`config.mk`:
```
export PLATFORM = sky130hd
export DESIGN_NAME = gate_sequencer
export DESIGN_NICKNAME = d
export VERILOG_FILES = /design/src/rtl/gate_sequencer.sv
export SDC_FILE = /design/constraint.sdc
export NUM_CORES = 1
export LEC_CHECK = 0
export CAP_MARGIN = 20
export CORE_UTILIZATION = 30
export CTS_BUF_LIST = sky130_fd_sc_hd__clkbuf_8
export CTS_CLUSTER_SIZE = 8
export DETAILED_ROUTE_END_ITERATION = 7
export HOLD_SLACK_MARGIN = 0.05
export SLEW_MARGIN = 25
export SYNTH_ARGS = -nofsm -noshare
export SYNTH_HDL_FRONTEND = slang
export SYNTH_SLANG_ARGS = --single-unit
```
`constraint.sdc`:
```
create_clock -name clk -period 8.2 [get_ports clk]
set_input_delay 2.05 -clock clk [delete_from_list [all_inputs] [get_ports clk]]
set_output_delay 2.05 -clock clk [all_outputs]
set_load 0.01 [all_outputs]
```
`src/rtl/gate_sequencer.sv`:
```
// Walks a netlist gate by gate for a number of circuit cycles, presenting each
// gate descriptor to the garbler through a valid/ready handshake.
module gate_sequencer #(
    parameter int S  = 20,
    parameter int CW = 16
) (
    input  logic          clk,
    input  logic          rst_n,
    input  logic          start,
    input  logic [CW-1:0] num_cycles,
    output logic          nl_start,
    input  logic          nl_done,
    input  logic [S-1:0]  nl_gate_size,
    output logic [S-1:0]  nl_gid,
    input  logic [S-1:0]  nl_in0,
    input  logic [S-1:0]  nl_in1,
    input  logic          nl_in0F,
    input  logic          nl_in1F,
    input  logic          nl_is_output,
    input  logic [3:0]    nl_g_logic,
    output logic          g_valid,
    input  logic          g_ready,
    output logic [S-1:0]  g_gid,
    output logic [S-1:0]  g_in0,
    output logic [S-1:0]  g_in1,
    output logic          g_in0F,
    output logic          g_in1F,
    output logic          g_is_output,
    output logic [3:0]    g_logic,
    output logic [CW-1:0] g_cycle,
    output logic          g_last,
    output logic          busy,
    output logic          done
);

    typedef enum logic [2:0] {
        IDLE  = 3'd0,
        HDR   = 3'd1,
        FETCH = 3'd2,
        ISSUE = 3'd3,
        NEXT  = 3'd4,
        DONE  = 3'd5
    } state_t;

    localparam logic [S-1:0]  GID_ONE = {{(S-1){1'b0}}, 1'b1};
    localparam logic [CW-1:0] CYC_ONE = {{(CW-1){1'b0}}, 1'b1};

    state_t        state;
    state_t        state_nxt;
    logic [S-1:0]  gid;
    logic [S-1:0]  gsize;
    logic [CW-1:0] cycle;
    logic [CW-1:0] ncyc;
    logic          hs;
    logic          last_gid;
    logic          last_cyc;

    // gsize and ncyc are never zero once used, so subtracting one cannot wrap
    assign hs       = g_valid & g_ready;
    assign last_gid = (gid == (gsize - GID_ONE));
    assign last_cyc = (cycle == (ncyc - CYC_ONE));
    assign nl_gid   = gid;
    assign g_cycle  = cycle;
    assign busy     = (state != IDLE) && (state != DONE);

    // State register
    always_ff @(posedge clk or negedge rst_n) begin
        if (!rst_n) begin
            state <= IDLE;
        end else begin
            state <= state_nxt;
        end
    end

    // Next-state decode
    always_comb begin
        state_nxt = state;
        case (state)
            IDLE, DONE: begin
                if (start) state_nxt = HDR;
                else       state_nxt = state;
            end
            HDR: begin
                if (!nl_done)                         state_nxt = HDR;
                else if (nl_gate_size == {S{1'b0}})   state_nxt = DONE;
                else                                  state_nxt = FETCH;
            end
            FETCH: state_nxt = ISSUE;
            ISSUE: begin
                if (!hs)          state_nxt = ISSUE;
                else if (last_gid) state_nxt = NEXT;
                else              state_nxt = FETCH;
            end
            NEXT: begin
                if (last_cyc) state_nxt = DONE;
                else          state_nxt = FETCH;
            end
            default: state_nxt = IDLE;
        endcase
    end

    // Counters, latched header values and the registered descriptor
    always_ff @(posedge clk or negedge rst_n) begin
        if (!rst_n) begin
            nl_start    <= 1'b0;
            gid         <= {S{1'b0}};
            gsize       <= {S{1'b0}};
            cycle       <= {CW{1'b0}};
            ncyc        <= {CW{1'b0}};
            done        <= 1'b0;
            g_valid     <= 1'b0;
            g_gid       <= {S{1'b0}};
            g_in0       <= {S{1'b0}};
            g_in1       <= {S{1'b0}};
            g_in0F      <= 1'b0;
            g_in1F      <= 1'b0;
            g_is_output <= 1'b0;
            g_logic     <= 4'd0;
            g_last      <= 1'b0;
        end else begin
            nl_start <= 1'b0;
            case (state)
                IDLE, DONE: begin
                    if (start) begin
                        nl_start <= 1'b1;
                        ncyc     <= (num_cycles == {CW{1'b0}}) ? CYC_ONE : num_cycles;
                        gid      <= {S{1'b0}};
                        cycle    <= {CW{1'b0}};
                        done     <= 1'b0;
                    end
                end
                HDR: begin
                    if (nl_done) begin
                        gsize <= nl_gate_size;
                        if (nl_gate_size == {S{1'b0}}) done <= 1'b1;
                    end
                end
                FETCH: begin
                    g_valid     <= 1'b1;
                    g_gid       <= gid;
                    g_in0       <= nl_in0;
                    g_in1       <= nl_in1;
                    g_in0F      <= nl_in0F;
                    g_in1F      <= nl_in1F;
                    g_is_output <= nl_is_output;
                    g_logic     <= nl_g_logic;
                    g_last      <= last_gid && last_cyc;
                end
                ISSUE: begin
                    if (hs) begin
                        g_valid <= 1'b0;
                        if (!last_gid) gid <= gid + GID_ONE;
                    end
                end
                NEXT: begin
                    if (last_cyc) begin
                        done <= 1'b1;
                    end else begin
                        cycle <= cycle + CYC_ONE;
                        gid   <= {S{1'b0}};
                    end
                end
                default: ;
            endcase
        end
    end

endmodule

```
Yosys cells after proc, flatten, opt, wreduce, memory -nomap -nowiden

Index checks and enable logic that the tools add are counted.

Bits in read-only memories: 0
Latch bits: 0
Input port bits: 88
Memory bits (writable): 0
Logic and storage cells: 78
Memories: 0
Register bits after elaboration: 146

Add/sub/neg operators: 4
Equal/unequal tests: 15
Magnitude comparators: 0
Shift operators: 0
Bitwise logic cells: 1
Reductions and logical operators: 17
$mul: 0
Div/mod/pow operators: 0
Muxes and demuxes: 25

Operator list:

| cell                    | count |
|---|---|
| $mux W20                | 4 |
| $pmux W20 S3            | 1 |
| $mux W16                | 3 |
| $pmux W16 S2            | 1 |
| $add A20 B1 Y20 const B | 1 |
| $eq A20 B20 Y1          | 1 |
| $logic_not A20 Y1       | 1 |
| $sub A20 B1 Y20 const B | 1 |
| $mux W3                 | 6 |
| $add A16 B1 Y16 const B | 1 |
| $eq A16 B16 Y1          | 1 |
| $logic_not A16 Y1       | 1 |
| $sub A16 B1 Y16 const B | 1 |
| $pmux W3 S5             | 1 |
| $ne A2 B2 Y1 const B    | 7 |
| $reduce_and A5 Y1       | 2 |
| $reduce_bool A3 Y1      | 3 |
| $mux W1                 | 7 |
| $eq A3 B2 Y1 const B    | 2 |
| $eq A3 B3 Y1 const B    | 2 |
| $reduce_and A2 Y1       | 3 |
| $reduce_bool A2 Y1      | 2 |
| $eq A3 B1 Y1 const B    | 1 |
| $logic_not A3 Y1        | 1 |
| 7 further kinds         | 8 |

Depth between registers and ports, before layout

Word-level depth: 5
Depth in mapped cells: 15
Depth with buffers taken out: 10

Worst setup path before layout

No wires, ideal clock.

Path type: input port to flip-flop
Start: input start
End: register gid[18], in the netlist nl_gid[18]
Arrival: 3.558 ns
Slack: 4.576 ns
Path buffers: 0
Stages: 7
Path through: o21ai_0 a21oi_1 a21oi_1 nand2b_1 or4_1 or4_1 nand2_1

Cells in the longest elaborated chain, start to end: 2

Ends and longest elaborated chain:

| element                            | RTL line | source |
|---|---|---|
| start, declared                    | 9        | `input logic start,` |
| $ne A2 B2 Y1 (no source line)      | n/a      |  |
| $reduce_and A5 Y1 (no source line) | n/a      |  |
| end signal, assigned               | 106      | `gid <= {S{1'b0}};` |
| end signal, assigned               | 127      | `gid <= {S{1'b0}};` |
| end signal, assigned               | 152      | `if (!last_gid) gid <= gid + GID_ONE;` |
| end, declared                      | 50       | `logic [S-1:0] gid;` |

Every way passes these cells.
A chain may end at the register's enable or synchronous reset.

Worst setup path after layout

Start: input start
End: register gid[13], in the netlist nl_gid[13]

The elaborated chain is that of the path after synthesis.

==> key figures <==
Hold path
  – WHS Path Cells: 1
  – Class of the worst hold path: reg2reg

Clocking
  – Clock sinks: 146
  – Clk_lat worst skew: 0.47 ns
  – Reg clk slew, reported paths: 0.09 ns
  – Hold_buf cts: 0
  – CTS tree: yes
  – # resized after CTS: 0
  – CTS H-tree depth: 4
  – Setup Buffers After CTS: 0
  – Root buffer cell: clkbuf_8
  – CTS buffer count: 17
  – Clock buffer depth: 2

Routing
  – Vias per inst: 4.998
  – DRC viols: 0
  – Post-DRT Antenna Nets: 0
  – Drt pass-1 iters: 4
  – Routed len/inst: 16.80 microns
  – Drt total wl: 20,710 microns
  – Vias: 6,162
  – Starting DRT DRC Count: 359

GRT
  – Antenna violations before repair: 0
  – Vias in the first global route: 6,464
  – GRT Residual Overflow: 0
  – Overall Global Routing Usage: 16.71%
  – First-pass GRT wire length: 34,090 microns
  – Largest net degree at the start of global routing: 83

STA
  – Unrepaired setup endpoints after global routing: no
  – Worst hold margin: 0.5085 ns
  – Final Hold Violating Endpoints: 0
  – Final WS setup: 4.098 ns
  – Layout Skew: 0.02033 ns
  – Setup TNS: 0 ns
  – Period utilization: 50.02%
  – Peak Freq: 243.8 MHz
  – Final Max Slew Viols: 0
  – Final setup fails: 0
  – Final min period: 4.102 ns
  – Rel. slew slack: 34.30%
  – Worst Max-Slew Pin Slew: 0.9854 ns

Finish
  – Area growth from synthesis to layout: 34.16%
  – Layout cell share with drive strength beyond 1: 14.41%
  – Register area: 3654 sq um
  – Antenna Cells: 0
  – Area of the multi-input gates: 3651 sq um
  – Nets: 988
  – Fillers: 2,466
  – Finished Layout Cells: 1,233

Setup path
  – CP Cell Sequence: clkdlybuf4s50_1 -> o21ai_0 -> a21oi_1 -> a21oi_1 -> or2_1 -> or4_1 -> a21oi_1
  – Delay of the slowest critical-path stage: 0.60 ns
  – Worst setup SP type: input pin
  – Most frequent CP cell: a21oi_1
  – CP Class: in2reg
  – CP required: 8.57 ns
  – Crit path max fanout: 28
  – CP max stage cell: clkdlybuf4s50_1
  – CP endpoint kind: flop
  – FF-to-FF path depth: 10
  – Critical path arrival: 4.47 ns

Logic synthesis
  – Ys flop type: dfrtp_1
  – Post-synth cell types: 67
  – Post-synth EDFFs: 0
  – Seq/Total Area, Yosys: 48.17%
  – Synthesized Nets: 813
  – Gate Count Post-Synth: 721
  – Synthesized area per cell: 10.52 sq um
  – Post-synthesis cell area: 7585 sq um
  – Synthesis Warnings: 0
  – FFs w/ async S/R, synth: 100.0%
  – FF+latch count, synth: 146

Floorplanning
  – Row count: 57
  – Starting Density: 30.92%
  – Horiz. Die Dim: 161.0 microns
  – Die area: 25,920 sq um
  – Chip Height: 161.0 microns
  – Core area: 24,530 sq um
  – Top Ports: 196

Placed design
  – Placed Cells: 1,201
  – I/O Buffers: 195
  – Detailed-placement wirelength estimate: 14,720 microns
  – Pre-CTS setup slack: 3.663 ns
  – GPL Wtd Cong: 0.8367

Power
  – Worst VDD drop: 149.8 uV
  – PD cells: 297.9 nW/um^2
  – Pleak: 4.198 nW
  – Post-layout power: 0.003031 W

Status
  – Outcome: finished, final reports clean

Job
  – Max Cap Viol: 0
## stage by stage
step / utilization (%) / instance area [sq um]
after floorplan: - / 7585
after global placement: 39.78 / 9761
final: 41.48 / 10180
after detailed placement: 39.85 / 9776
after CTS: 41.48 / 10180
after global routing: 41.48 / 10180
## flip-flops by register name, indices dropped and copies added (netlist names)
signal       flops
g_valid          1
g_in0F           1
g_gid           20
nl_start         1
ncyc            16
gsize           20
g_in1           20
g_in0           20
state            3
nl_gid          20
g_is_output      1
g_logic          4
done             1
g_in1F           1
g_last           1
g_cycle         16
## layout by cell type (no fill, tap or decap), types with 5 or more instances in the layout
cell type and n:
nor3_1 13, a21o_1 5, nand2_1 95, nor2b_1 5, and3_1 15, dfrtp_1 146
nor2_1 19, o21a_1 5, o211ai_1 5, xor2_1 21, inv_8 5, a21oi_1 21
nand4_1 11, or4_1 28, mux2i_1 10, xnor2_1 26, inv_6 5, mux2_2 85
nand2b_1 9, clkbuf_8 17, clkdlybuf4s50_1 194, o31ai_1 12, nor4_1 18, nand3_1 21
inv_1 20, o21ai_0 23
## worst paths after layout
check                           slack, ns       from    endpoint
worst max-delay path                 4.10      start  nl_gid[13]
worst min-delay path                 0.51  g_in0[16]   g_in0[16]
worst max register to register       4.48    ncyc[0]  nl_gid[13]
worst min register to register       0.51  g_in0[16]   g_in0[16]
max in group asynchronous            5.21      rst_n  g_logic[0]
min in group asynchronous            1.63      rst_n    ncyc[13]
## synth_stat cells, drive strengths merged, types with 9 or more instances
master	n	area, sq um
dfrtp	146	3654
nand2	95	356.6
mux2	85	957.2
clkbuf	29	108.9
or4	29	221.5
xnor2	26	227.7
o21ai	24	123.9
a21oi	21	105.1
nand3	21	105.1
xor2	21	183.9
inv	19	71.32
nor2	19	71.32
nor4	19	125.1
and3	15	93.84
buf	14	110.1
nor3	14	75.07
o31ai	12	90.09
nand4	11	68.82
mux2i	10	100.1
nand2b	9	56.30
## cell families (layout without fill, tap and decap cells)
logic type	after synthesis	in the layout	share of synthesized area (%)
and+or+nand+nor	267	267	18.92
muxes	95	95	13.94
AOI/OAI and AO/OA	98	98	8.710
adders and majority gates	4	4	0.6599
DFF	146	146	48.17
buffers and inverters	63	251	3.876
xor gates and xnor gates	48	48	5.724
## worst max-delay path: cells and delay by family
family	cells	cell delay, ns
AO/OA/AOI/OAI	4	0.67
AND/OR/NAND/NOR	2	1.14
buffers and inverters	1	0.60
## layout make-up
type	count	area share, %
Clock inverter	15	1.635
Multi-Input combinational cell	512	35.88
Tap cell	324	3.984
Inverter	20	0.7377
Sequential cell	146	35.90
Clock buffer	17	2.299
Timing Repair Buffer	199	19.56
## layer usage
layer | global-route usage (%) | up-vias | share of wire, %
li1 | - | 2950 | -
met2 | 27.37 | 198 | 47
met3 | 6.549 | 14 | 9.0
met4 | 5.017 | 0 | 0.95
met1 | 20.19 | 3000 | 43
met5 | 0 | - | 0
## power breakdown
part	internal, W	leakage, nW	switching, W
sequential	0.000958	1.85	0.000239
clock	0.000257	0.206	0.000332
combinational	0.000712	2.15	0.000534
total	0.00193	4.20	0.00111
No activity file was read; power rests on OpenSTA's default activity.
